`config.mk`:
```
export PLATFORM = sky130hd
export DESIGN_NAME = sprite_line_fetcher
export DESIGN_NICKNAME = d
export VERILOG_FILES = /design/src/rtl/sprite_line_fetcher.sv
export SDC_FILE = /design/constraint.sdc
export NUM_CORES = 1
export LEC_CHECK = 0
export CELL_PAD_IN_SITES_DETAIL_PLACEMENT = 1
export CELL_PAD_IN_SITES_GLOBAL_PLACEMENT = 2
export CORE_UTILIZATION = 35
export CTS_BUF_LIST = sky130_fd_sc_hd__clkbuf_16
export DETAILED_ROUTE_END_ITERATION = 8
export GPL_ROUTABILITY_DRIVEN = 0
export PLACE_DENSITY = 0.74
export SLEW_MARGIN = 5
export SYNTH_ARGS = -nofsm -noshare
export SYNTH_HDL_FRONTEND = slang
export SYNTH_SLANG_ARGS = --single-unit
```
`constraint.sdc`:
```
create_clock -name Clk -period 10.6 [get_ports Clk]
set_clock_uncertainty 0.1 [all_clocks]
set_input_delay 2.12 -clock Clk [delete_from_list [all_inputs] [get_ports Clk]]
set_output_delay 2.12 -clock Clk [all_outputs]
set_load 0.1 [all_outputs]
```
`src/rtl/sprite_line_fetcher.sv`:
```
// Purpose: prefetches one sprite row from ROM into a line buffer during blanking, then renders it at DrawX.
// Latency: fetch takes SPRITE_W+1 cycles from the first FETCH cycle; display path is 1 cycle DrawX -> pixel.
// Backpressure: none; a new line_start aborts any fetch in progress and restarts from the new line.
module sprite_line_fetcher #(
    parameter int          SPRITE_W    = 20,
    parameter int          SPRITE_H    = 20,
    parameter logic [23:0] TRANSPARENT = 24'hFF00FF
) (
    input  logic        Clk,
    input  logic        Reset,
    input  logic        line_start,
    input  logic [9:0]  next_line,
    input  logic [9:0]  sprite_x,
    input  logic [9:0]  sprite_y,
    input  logic [9:0]  DrawX,
    output logic [9:0]  rom_addr,
    input  logic [23:0] rom_data,
    output logic        pixel_on,
    output logic [23:0] pixel_rgb,
    output logic        busy
);

    localparam int IDX_W = (SPRITE_W > 1) ? $clog2(SPRITE_W) : 1;
    localparam logic [IDX_W-1:0] COL_LAST = IDX_W'(SPRITE_W - 1);
    localparam logic [9:0]  W10 = 10'(SPRITE_W);
    localparam logic [10:0] W11 = 11'(SPRITE_W);
    localparam logic [10:0] H11 = 11'(SPRITE_H);

    typedef enum logic [1:0] {
        IDLE  = 2'd0,
        FETCH = 2'd1,
        DRAIN = 2'd2,
        READY = 2'd3
    } state_t;

    state_t             state_q;
    logic [IDX_W-1:0]   col_q;
    logic [9:0]         rom_addr_q;
    logic               busy_q;
    logic               line_valid_q;
    // Write pipeline: the entry index that the ROM word arriving this cycle belongs to.
    logic               wr_vld_q;
    logic [IDX_W-1:0]   wr_idx_q;

    logic [23:0]        linebuf_q [SPRITE_W];

    logic               pixel_on_q;
    logic [23:0]        pixel_rgb_q;

    // Row hit test and base address for the upcoming line; unsigned, no wrap.
    logic [9:0]         row;
    logic               hit;
    logic [9:0]         base_new;

    // Display-path lookup for the current DrawX.
    logic [9:0]         dx;
    logic               in_range;
    logic [IDX_W-1:0]   rd_idx;
    logic [23:0]        pix;
    logic               opaque;

    // Row selection: hit only when the line lies within the sprite's vertical span.
    always_comb begin
        row      = next_line - sprite_y;
        hit      = (next_line >= sprite_y) && ({1'b0, row} < H11);
        base_new = row * W10;
    end

    // Fetch FSM: issues SPRITE_W consecutive addresses, drains the last ROM word, then marks the line valid.
    always_ff @(posedge Clk) begin
        if (Reset) begin
            state_q      <= IDLE;
            col_q        <= '0;
            rom_addr_q   <= '0;
            busy_q       <= 1'b0;
            line_valid_q <= 1'b0;
            wr_vld_q     <= 1'b0;
            wr_idx_q     <= '0;
        end else if (line_start) begin
            // Any outstanding ROM word belongs to the old line and must not land in the buffer.
            line_valid_q <= 1'b0;
            wr_vld_q     <= 1'b0;
            if (hit) begin
                state_q    <= FETCH;
                col_q      <= '0;
                rom_addr_q <= base_new;
                busy_q     <= 1'b1;
            end else begin
                state_q    <= IDLE;
                busy_q     <= 1'b0;
            end
        end else begin
            case (state_q)
                FETCH: begin
                    wr_vld_q <= 1'b1;
                    wr_idx_q <= col_q;
                    if (col_q == COL_LAST) begin
                        state_q <= DRAIN;
                    end else begin
                        col_q      <= col_q + 1'b1;
                        rom_addr_q <= rom_addr_q + 10'd1;
                    end
                end
                DRAIN: begin
                    wr_vld_q     <= 1'b0;
                    state_q      <= READY;
                    busy_q       <= 1'b0;
                    line_valid_q <= 1'b1;
                end
                default: begin
                    wr_vld_q <= 1'b0;
                end
            endcase
        end
    end

    // Line buffer write: capture the ROM word one cycle after its address; suppressed on abort or reset.
    always_ff @(posedge Clk) begin
        if (wr_vld_q && !line_start && !Reset) begin
            linebuf_q[wr_idx_q] <= rom_data;
        end
    end

    // Horizontal hit test; the DrawX >= sprite_x term keeps a sprite near the right edge from wrapping.
    always_comb begin
        dx       = DrawX - sprite_x;
        in_range = (DrawX >= sprite_x) && ({1'b0, dx} < W11);
        rd_idx   = in_range ? dx[IDX_W-1:0] : '0;
        pix      = linebuf_q[rd_idx];
        opaque   = line_valid_q && in_range && (pix != TRANSPARENT);
    end

    // Registered pixel output: colour only when opaque, otherwise black.
    always_ff @(posedge Clk) begin
        if (Reset) begin
            pixel_on_q  <= 1'b0;
            pixel_rgb_q <= '0;
        end else begin
            pixel_on_q  <= opaque;
            pixel_rgb_q <= opaque ? pix : 24'h000000;
        end
    end

    assign rom_addr  = rom_addr_q;
    assign busy      = busy_q;
    assign pixel_on  = pixel_on_q;
    assign pixel_rgb = pixel_rgb_q;

endmodule
```
==> metrics.txt, run 1 <==
post-CTS sizing=0; CP Launch Type=input pin; Num CTS Buffers=56; Final Cell Area=between 20000 and 30000 um2; VDD IR max=between 0.1 and 0.15 mV; wl on met1=between 30 and 40 mm; Core Region=about 64000 um2; Max Root-Sink Buffers=3; TritonCTS clock tree=done; reg2reg start=linebuf_q[6][15]$_DFFE_PP_; commonest non-fill, non-tap cells in the layout=480 x edfxtp_1, 102 x clkdlybuf4s50_1, 96 x nand2_1, 86 x o21ai_0, 84 x nor2_1; Area Overhead vs Synth=17.06%; cell accounting for the most synthesized area=edfxtp_1; Final ANT Viol Nets=0; final WL=71.63 mm; Die H=256.6 um; CP Data Arrival Time=between 8000 and 9000 ps; highest net fanout along the worst path=19; slew at the pin closest to its max-slew limit=1287 ps; Die W=roughly 260 um; Tot Pwr=4.777 mW; #FFs+latches synth=between 500 and 600; CTS H-Tree Depth=2; Post-Syn Nets=1683; clk root buf=clkbuf_16; Lkg Pwr=just under 9 nW; first-pass GRT wire length=roughly 110 mm; data required time of the critical path=roughly 11000 ps; Synth Area per Inst=~14 um2; Min Hold Slack=a little under 400 ps; ys async rst share=0%; grt ovf=0; initial antenna violation count=1; max-slew violation count=0; Worst slew margin=between 10% and 20%; Pre-antenna DRT Iters=5; Post CTS Setup Buffer Count=0; pwr dens=about 180 nW/um2; worst hold path class=reg -> reg; yosys warns=0; DRC Markers=0; R2R depth=10; Synth Flop Type=edfxtp_1; final worst-path cycle share=78.21%; Clock Latency Late Sink=approximately 600 ps; multi-input logic area=approximately 7000 um2; WL met3=between 4 and 5 mm; IO buf count=slightly above 100; Worst-path clk slew=60 ps; Post-DP HPWL=between 40 and 50 mm; Ports=103; Ant. Diodes=0; Rows=92; CP startpoint=sprite_x[0]; number of fill cells=6464; Post-synth EDFFs=480; R2R setup slack=between 6000 and 7000 ps; Num Clock Sinks=530; CTS Hold Buffers Added=0; Top Layer Used=met5; Avg Vias per Cell=around 5.7; area share of the largest cell type after synthesis=63.54%; RSZ-0062 raised after global routing=false; critical path type=in -> reg; via count=around 15000; outcome=finished, final reports clean; vias in the first global route=~15000; Setup Viol. Count Final=0; largest net degree at the start of global routing=83; synthesized instance count=between 1500 and 2000; setup_tns=0 ps; Cell variety after synth=90; worst min-delay path endpoint=wr_idx_q[4]$_SDFFE_PP0P_; cell area after synthesis=between 20000 and 25000 um2; routed wl met2=about 35 mm; commonest non-fill, non-tap cell in the layout=edfxtp_1; Initial Util=between 30% and 40%; max cap viols=0; Synth area leaders=edfxtp_1 64%, dfxtp_1 4.4%, mux4_2 4.4%; minimum clock period=approximately 8300 ps; area of placed instances=roughly 25000 um2; fmax=between 100 and 150 MHz; 1st-iter DRT viols=1457; CP endpoint kind=register; final hold vios=0; WL per Instance=approximately 28 um; FF/Latch Area=roughly 15000 um2; hold path depth=2; Seq/Total Area, Yosys=between 60% and 70%; layout net count=1781; GRT Util Overall=between 20% and 30%; die area=65840 um2; Hold Path Origin=col_q[4]$_SDFFE_PP0P_; share of layout cells above drive strength 1=13.50%; FF-to-FF End=pixel_rgb[8]$_SDFF_PP0_
==> how the worst max path moves through the flow <==
| stage | to | slack [ps] |
|---|---|---|
| floorplan | pixel_rgb[16]$_SDFF_PP0_ | 4410 |
| global placement | pixel_rgb[2]$_SDFF_PP0_ | 2070 |
| detailed placement | pixel_rgb[5]$_SDFF_PP0_ | 1750 |
| CTS | pixel_rgb[8]$_SDFF_PP0_ | 2360 |
| global route | pixel_rgb[8]$_SDFF_PP0_ | 1980 |
| finish | pixel_rgb[8]$_SDFF_PP0_ | 2310 |
==> per-layer routing <==
layer | track usage (%) | vias up
li1 | - | 6387
met1 | 29.23 | 7730
met2 | 36.58 | 532
met3 | 2.689 | 105
met4 | 6.812 | 2
met5 | 0 | -
==> critical path: stages <==
cell,delay (ps)
clkdlybuf4s50_1,500
ha_4,140
inv_1,40
fa_4,520
a211oi_4,340
nor2_2,110
xnor2_2,760
o221ai_2,340
nor2_2,820
nand2_2,520
o311a_1,490
nor3_1,460
o211a_1,230
nand4_1,150
nor4_4,920
nor3_1,130
==> cells in the mapped netlist (all sizes together), types with 31 or more instances <==
cell and n:
mux2i 50, inv 46, nand3 44, a21oi 66, clkbuf 46, nand2 100
buf 48, mux4 44, o21ai 92, nor3 43, nor2 110, dfxtp 50
ha 31, edfxtp 480
==> registers in the layout (all words and copies together) (netlist names) <==
register / count
wr_idx_q: 5
busy: 1
pixel_rgb: 24
line_valid_q: 1
pixel_on: 1
wr_vld_q: 1
col_q: 5
state_q: 2
rom_addr: 10
linebuf_q: 480
==> report_power, final <==
| group | internal (mW) | total, mW | switching, mW | leakage [nW] |
|---|---|---|---|---|
| sequential | 2.28 | 2.28 | 0.000288 | 4.71 |
| combinational | 0.197 | 0.591 | 0.393 | 3.01 |
| clock | 1.09 | 1.91 | 0.817 | 0.922 |
| total | 3.57 | 4.78 | 1.21 | 8.65 |
==> cell type report <==
type,count,share of cell area (%)
Inverter,47,0.6643
Timing Repair Buffer,134,4.796
Tap cell,846,3.986
Clock inverter,47,1.310
Multi-Input combinational cell,911,25.83
Sequential cell,530,58.04
Clock buffer,57,5.371
==> through the flow <==
| step | setup WS [ps] | std cells | util [%] |
|---|---|---|---|
| floorplan | 4408 | 1582 | - |
| global placement | 2075 | 2468 | 39.00 |
| detailed placement | 1754 | 2468 | 39.00 |
| CTS | 2359 | 2572 | 41.79 |
| global route | 1983 | 2572 | 41.79 |
| finish | 2310 | 2572 | 41.79 |
==> logic make-up (layout without fill, tap and decap cells) <==
kind of cell,after synthesis,count (layout),share of synthesized area [%]
mux,110,110,7.385
fa+ha+maj,34,34,1.975
buf+inv,141,285,2.719
xor+xnor,17,17,0.7225
compound gates,361,361,10.83
simple gates,389,389,8.416
flops,530,530,67.95
(Power assumes the default switching activity.)
==> run 2, diff against run 1 <==
- clock period: 10.6 -> 8.45 ns (I/O delays scaled with it)
==> run 2 against run 1 <==
- sequential share of layout area shrank 0.35 points
- core utilization is 0.25 points higher
- power up 28%
- sequential power is 25% higher
- non-clock buffer count rose by 11
- combinational power is 27% higher
- first-iteration DRC count down 2.4%
==> metrics.txt, run 2 (synthesized netlist as in run 1, its figures left out) <==
reg2reg start=linebuf_q[6][15]$_DFFE_PP_; 1st-iter DRT viols=1422 (-2.4%); Initial Util=35.70% (unchanged); Rows=92 (unchanged); max-slew violation count=0 (unchanged); flip-flop count of the largest register after layout=480 (unchanged); busiest grt layer=met2; via count=14890 (+0.93%); Die W=256.6 um (unchanged); met3 Usage GRT=3.223% (+0.53 points); highest net fanout along the worst path=23 (+4); Num CTS Buffers=56 (unchanged); worst min-delay path endpoint=wr_idx_q[1]$_SDFFE_PP0P_; minimum clock period=7307 ps; final WL=72.20 mm (+0.79%); RSZ-0062 raised after global routing=false; R2R depth=11 (+1); IO buf count=102 (unchanged); Pre-antenna DRT Iters=5 (unchanged); FF/Latch Area=15410 um2 (unchanged); max cap viols=0 (unchanged); Worst-path clk slew=60 ps (about the same); dpl ws=618.4 ps (-1136 ps); layout net count=1792 (+0.62%); data required time of the critical path=8830 ps (-2120 ps); CTS H-Tree Depth=2 (unchanged); CTS Hold Buffers Added=0 (unchanged); Worst slew margin=14.65% (+0.67 points); critical path type=in -> reg; Avg Vias per Cell=5.768 (+0.54%); post-CTS sizing=0 (unchanged); M2 GR Usage=37.06% (+0.47 points); Final ANT Viol Nets=0 (unchanged); first-pass GRT wire length=106.1 mm (+0.56%); final hold vios=0 (unchanged); Hold Path Origin=col_q[1]$_SDFFE_PP0P_; die area=65840 um2 (unchanged); slew at the pin closest to its max-slew limit=1277 ps (-9.959 ps); Post CTS Setup Buffer Count=0 (unchanged); WL per Instance=27.96 um (+0.40%); initial antenna violation count=3 (+2); hold path depth=2 (unchanged); pwr dens=228.4 nW/um2 (+27%); grt ovf=0 (unchanged); Lkg Pwr=8.754 nW (+1.2%); CP Launch Type=input pin; CP endpoint kind=register; commonest non-fill, non-tap cell in the layout=edfxtp_1; largest net degree at the start of global routing=117 (+41%); Max Root-Sink Buffers=3 (unchanged); largest reg by FF count=linebuf_q; final worst-path cycle share=86.48%; DRC Markers=0 (unchanged); Min Hold Slack=390.3 ps (+3.882 ps); Num Clock Sinks=530 (unchanged); number of fill cells=6475 (+0.17%); Area Overhead vs Synth=17.77%; met1 Use GR=28.54% (-0.69 points); Clock Latency Late Sink=630 ps (+20 ps); clk root buf=clkbuf_16; Post-DP HPWL=43.91 mm (+1.1%); worst setup margin=1143 ps (-1168 ps); worst hold path class=reg -> reg; vias in the first global route=15610 (+1.3%); commonest non-fill, non-tap cells in the layout=480 x edfxtp_1, 102 x clkdlybuf4s50_1, 96 x nand2_1, 86 x o21ai_0, 84 x nor2_1; fmax=between 100 and 150 MHz; VDD IR max=0.1374 mV (+21%); CP Data Arrival Time=7690 ps (-950 ps); Setup Viol. Count Final=0 (unchanged); Ant. Diodes=0 (unchanged); setup_tns=0 ps (unchanged); GRT Util Overall=21.85% (+0.11 points); multi-input logic area=6859 um2 (unchanged); Die H=256.6 um (unchanged); FF-to-FF End=pixel_rgb[2]$_SDFF_PP0_; Core Region=63540 um2 (unchanged); share of layout cells above drive strength 1=13.77% (+0.27 points); TritonCTS clock tree=done; R2R setup slack=4420 ps (-2500 ps); outcome=finished, final reports clean; Ports=103 (unchanged)
run 2: changes by cell type in the layout (fill, tap and decap cells not counted):
cell	delta
inv_16	+1
inv_1	+4
inv_6	-2
bufinv_16	+3
buf_12	+1
buf_4	+10
clkinvlp_4	-3
clkinv_2	-4
run 2: how the worst max path moves through the flow:
| stage | start | slack, ps | endpoint |
|---|---|---|---|
| finish | sprite_x[0] | 1140 | pixel_rgb[2]$_SDFF_PP0_ |
| floorplan | DrawX[0] | 2690 | pixel_rgb[16]$_SDFF_PP0_ |
| CTS | sprite_x[0] | 1300 | pixel_rgb[2]$_SDFF_PP0_ |
| global route | sprite_x[0] | 910 | pixel_rgb[2]$_SDFF_PP0_ |
| global placement | sprite_x[0] | 800 | pixel_rgb[0]$_SDFF_PP0_ |
| detailed placement | sprite_x[0] | 620 | pixel_rgb[2]$_SDFF_PP0_ |
run 2: metal layers:
metal	vias to the layer above	part of all wire (%)	wire (um)
met5	-	0.053	38
met4	6	3.0	2155
met3	140	6.3	4532
met2	570	49	35450
met1	7763	42	30030
li1	6414	-	-
run 2: metrics by stage:
step / total power, mW / std cells / util, % / cell area, um2
final: 6.101 / 2582 / 42.05 / 26720
after global routing: 6.270 / 2582 / 42.05 / 26720
after CTS: 6.130 / 2582 / 42.05 / 26720
after detailed placement: 3.658 / 2479 / 39.15 / 24880
after global placement: 3.644 / 2479 / 39.15 / 24880
after floorplan: 3.352 / 1582 / - / 22690
run 2: final cells by class:
type,count,area share [%]
Multi-Input combinational cell,911,25.67
Timing Repair Buffer,145,5.123
Clock inverter,46,1.545
Inverter,47,0.6603
Tap cell,846,3.962
Clock buffer,57,5.339
Sequential cell,530,57.70
run 2: power breakdown:
group | switching, mW | internal (mW) | total [mW]
clock network | 1.04 | 1.46 | 2.50
logic | 0.495 | 0.254 | 0.749
registers | 0.000379 | 2.86 | 2.86
total | 1.53 | 4.57 | 6.10
run 2: critical path, cell delays in order:
cell and delay [ps]:
clkdlybuf4s50_1 500, ha_4 140, inv_1 40, fa_4 520, a211oi_4 330, nor4b_1 110, nor4b_2 340, nor4b_4 310
or2_2 600, nand2_2 360, o311a_1 410, nor3_1 750, o211a_1 280, nand4_1 160, nor4_4 720, buf_4 290
nor3_1 70
==> run 3, diff against run 2 <==
- DONT_BUFFER_PORTS: not set -> 1
- PLACE_DENSITY: 0.74 -> 0.71
==> run 3 against run 2 <==
- non-clock buffer count shrank 96
- hold slack lost 7.6 ps
- combinational power shrank 9.2%
- critical path depth grew 1
- final cell count shrank 3.6%
- largest power group unchanged
==> metrics.txt, run 3 (synthesized netlist as in run 1, its figures left out) <==
outcome=finished, final reports clean; DRC Markers=0 (unchanged); Crit path depth=18 (+1); Tot Pwr=6.055 mW (-0.75%); RSZ-0062 raised after global routing=false; data required time of the critical path=8820 ps (about the same); CTS Hold Buffers Added=0 (unchanged); CTS H-Tree Depth=2 (unchanged); commonest non-fill, non-tap cell in the layout=edfxtp_1; R2R depth=11 (unchanged); Core Region=63540 um2 (unchanged); largest reg by FF count=linebuf_q; setup_tns=0 ps (unchanged); crit path max-delay cell type=fa_4; Num Clock Sinks=530 (unchanged); final hold vios=0 (unchanged); Avg Vias per Cell=5.785 (+0.30%); largest net degree at the start of global routing=82 (-30%); Rows=92 (unchanged); Die H=256.6 um (unchanged); CP bufs+invs=4 (+1); worst hold path class=reg -> reg; TritonCTS clock tree=done; grt ovf=0 (unchanged); IO buf count=0 (-100%); Net Sw Frac=25.07% (-0.029 points); Post-DP HPWL=44.08 mm (+0.38%); commonest non-fill, non-tap cells in the layout=480 x edfxtp_1, 96 x nand2_1, 86 x o21ai_0, 84 x nor2_1, 66 x a21oi_1; post-CTS sizing=0 (unchanged); placed cells=2383 (-3.9%); CP Data Arrival Time=6890 ps (-800 ps); max cap viols=0 (unchanged); Worst-path clk slew=60 ps (about the same); layout net count=1696 (-5.4%); Min Hold Slack=382.7 ps (-7.617 ps); Setup Viol. Count Final=0 (unchanged); critical path type=in -> reg; CP peak stage delay=520 ps (-230 ps); CP endpoint kind=register; Area Overhead vs Synth=13.61%; minimum clock period=6523 ps (-785.0 ps); Max Root-Sink Buffers=3 (unchanged); via count=14390 (-3.4%); Initial Util=35.70% (unchanged); Ports=103 (unchanged); Die W=256.6 um (unchanged); WL per Instance=29.10 um (+4.1%); Lkg Pwr=8.407 nW (-4.0%); highest net fanout along the worst path=40 (+74%); Pre-antenna DRT Iters=5 (unchanged); die area=65840 um2 (unchanged); internal power=4.537 mW (-0.71%); Psw=1.518 mW (-0.86%); CP Launch Type=input pin; flip-flop count of the largest register after layout=480 (unchanged); Ant. Diodes=0 (unchanged); Clock Power Share=41.6% (+0.7 points); max-slew violation count=0 (unchanged); Combinational Power Share=11.2% (-1.1 points); final worst-path cycle share=77.19% (-9.3 points); Clock Latency Late Sink=640 ps (about the same); Worst slew margin=17.13% (+2.5 points); reg2reg start=linebuf_q[6][15]$_DFFE_PP_; CP startpoint=DrawX[0]; R2R setup slack=5260 ps (+840 ps); first-pass GRT wire length=105.3 mm (-0.77%); FF-to-FF End=pixel_rgb[10]$_SDFF_PP0_; GRT Util Overall=21.89% (+0.041 points); initial antenna violation count=0 (-3); Final ANT Viol Nets=0 (unchanged); Num CTS Buffers=56 (unchanged); fmax=153.3 MHz (+12%); Critical Path End=pixel_rgb[10]$_SDFF_PP0_; CP Cell Sequence=inv_1 > ha_4 > inv_1 > fa_4 > a211oi_4 > nor4b_1 > nor4b_2 > nor4b_4 > or2_2 > buf_4 > nand2_2 > o311a_1 > nor3_1 > o211a_1 > nand4_1 > nor4_4 > buf_4 > nor3_1; pwr dens=235.0 nW/um2 (+2.9%); final WL=72.39 mm (+0.27%); VDD IR max=0.1759 mV (+28%); Crit path max-delay family=simple AND/OR/NAND/NOR gates; slew at the pin closest to its max-slew limit=1240 ps (-37.13 ps); vias in the first global route=15030 (-3.7%); Post CTS Setup Buffer Count=0 (unchanged); register share of total power=47.2% (+0.4 points); share of layout cells above drive strength 1=15.35% (+1.6 points); clk root buf=clkbuf_16; 1st-iter DRT viols=1441 (+1.3%); fin cells=2488 (-3.6%)
## run 3: cell types whose count changed in the layout (fill, tap and decap cells not counted), moves of 2 or more
cell,before,now
inv_1,64,59
nor2_4,18,20
clkinv_4,1,3
clkdlybuf4s50_1,102,0
buf_4,41,47
inv_6,0,2
clkinv_2,7,10
nor2_2,8,6
## run 3: worst min path at each step
stage,to,start,cells past startpoint,slack [ps]
detailed placement,wr_idx_q[4]$_SDFFE_PP0P_,col_q[4]$_SDFFE_PP0P_,2,380
finish,wr_idx_q[4]$_SDFFE_PP0P_,col_q[4]$_SDFFE_PP0P_,2,380
global placement,wr_idx_q[4]$_SDFFE_PP0P_,col_q[4]$_SDFFE_PP0P_,2,370
global route,wr_idx_q[4]$_SDFFE_PP0P_,col_q[4]$_SDFFE_PP0P_,2,400
floorplan,wr_idx_q[4]$_SDFFE_PP0P_,col_q[4]$_SDFFE_PP0P_,2,350
CTS,wr_idx_q[4]$_SDFFE_PP0P_,col_q[4]$_SDFFE_PP0P_,2,390
## run 3: through the flow
| step | worst slack, ps | cell area (um2) | utilization (%) |
|---|---|---|---|
| after floorplan | 2688 | 22690 | - |
| after global placement | 1457 | 23910 | 37.62 |
| after detailed placement | 1414 | 23910 | 37.62 |
| after CTS | 2055 | 25770 | 40.56 |
| after global routing | 1760 | 25770 | 40.56 |
| final | 1927 | 25770 | 40.56 |
## run 3: layout make-up
cell class,count,area (um2)
well taps,846,1059
multi-input cells,911,6864
clock buffers,56,1401
flip-flops and latches,530,15410
clock inverters,49,464.2
inverters,47,176.4
fillers,6450,37770
repair buffers,49,392.9
## run 3: metal layers
metal	global-route usage [%]	vias to the layer above	wire length (um)
met4	6.366	0	1904
met5	0	-	0
li1	-	6228	-
met1	28.63	7592	30200
met3	3.430	102	4045
met2	37.41	472	36240
## run 3: worst min-delay path, delay by kind of cell, from the launching register on
family,cells,cell delay [ps]
AOI/OAI and AO/OA,1,50
DFF,1,330
and+or+nand+nor,1,60
## run 3: power groups by stage
stage | clock network, mW | registers (mW) | logic (mW)
finish | 2.52 | 2.86 | 0.680
global route | 2.65 | 2.86 | 0.724
CTS | 2.56 | 2.86 | 0.683
detailed placement | 0 | 2.91 | 0.678
global placement | 0 | 2.91 | 0.670
floorplan | 0 | 2.91 | 0.439
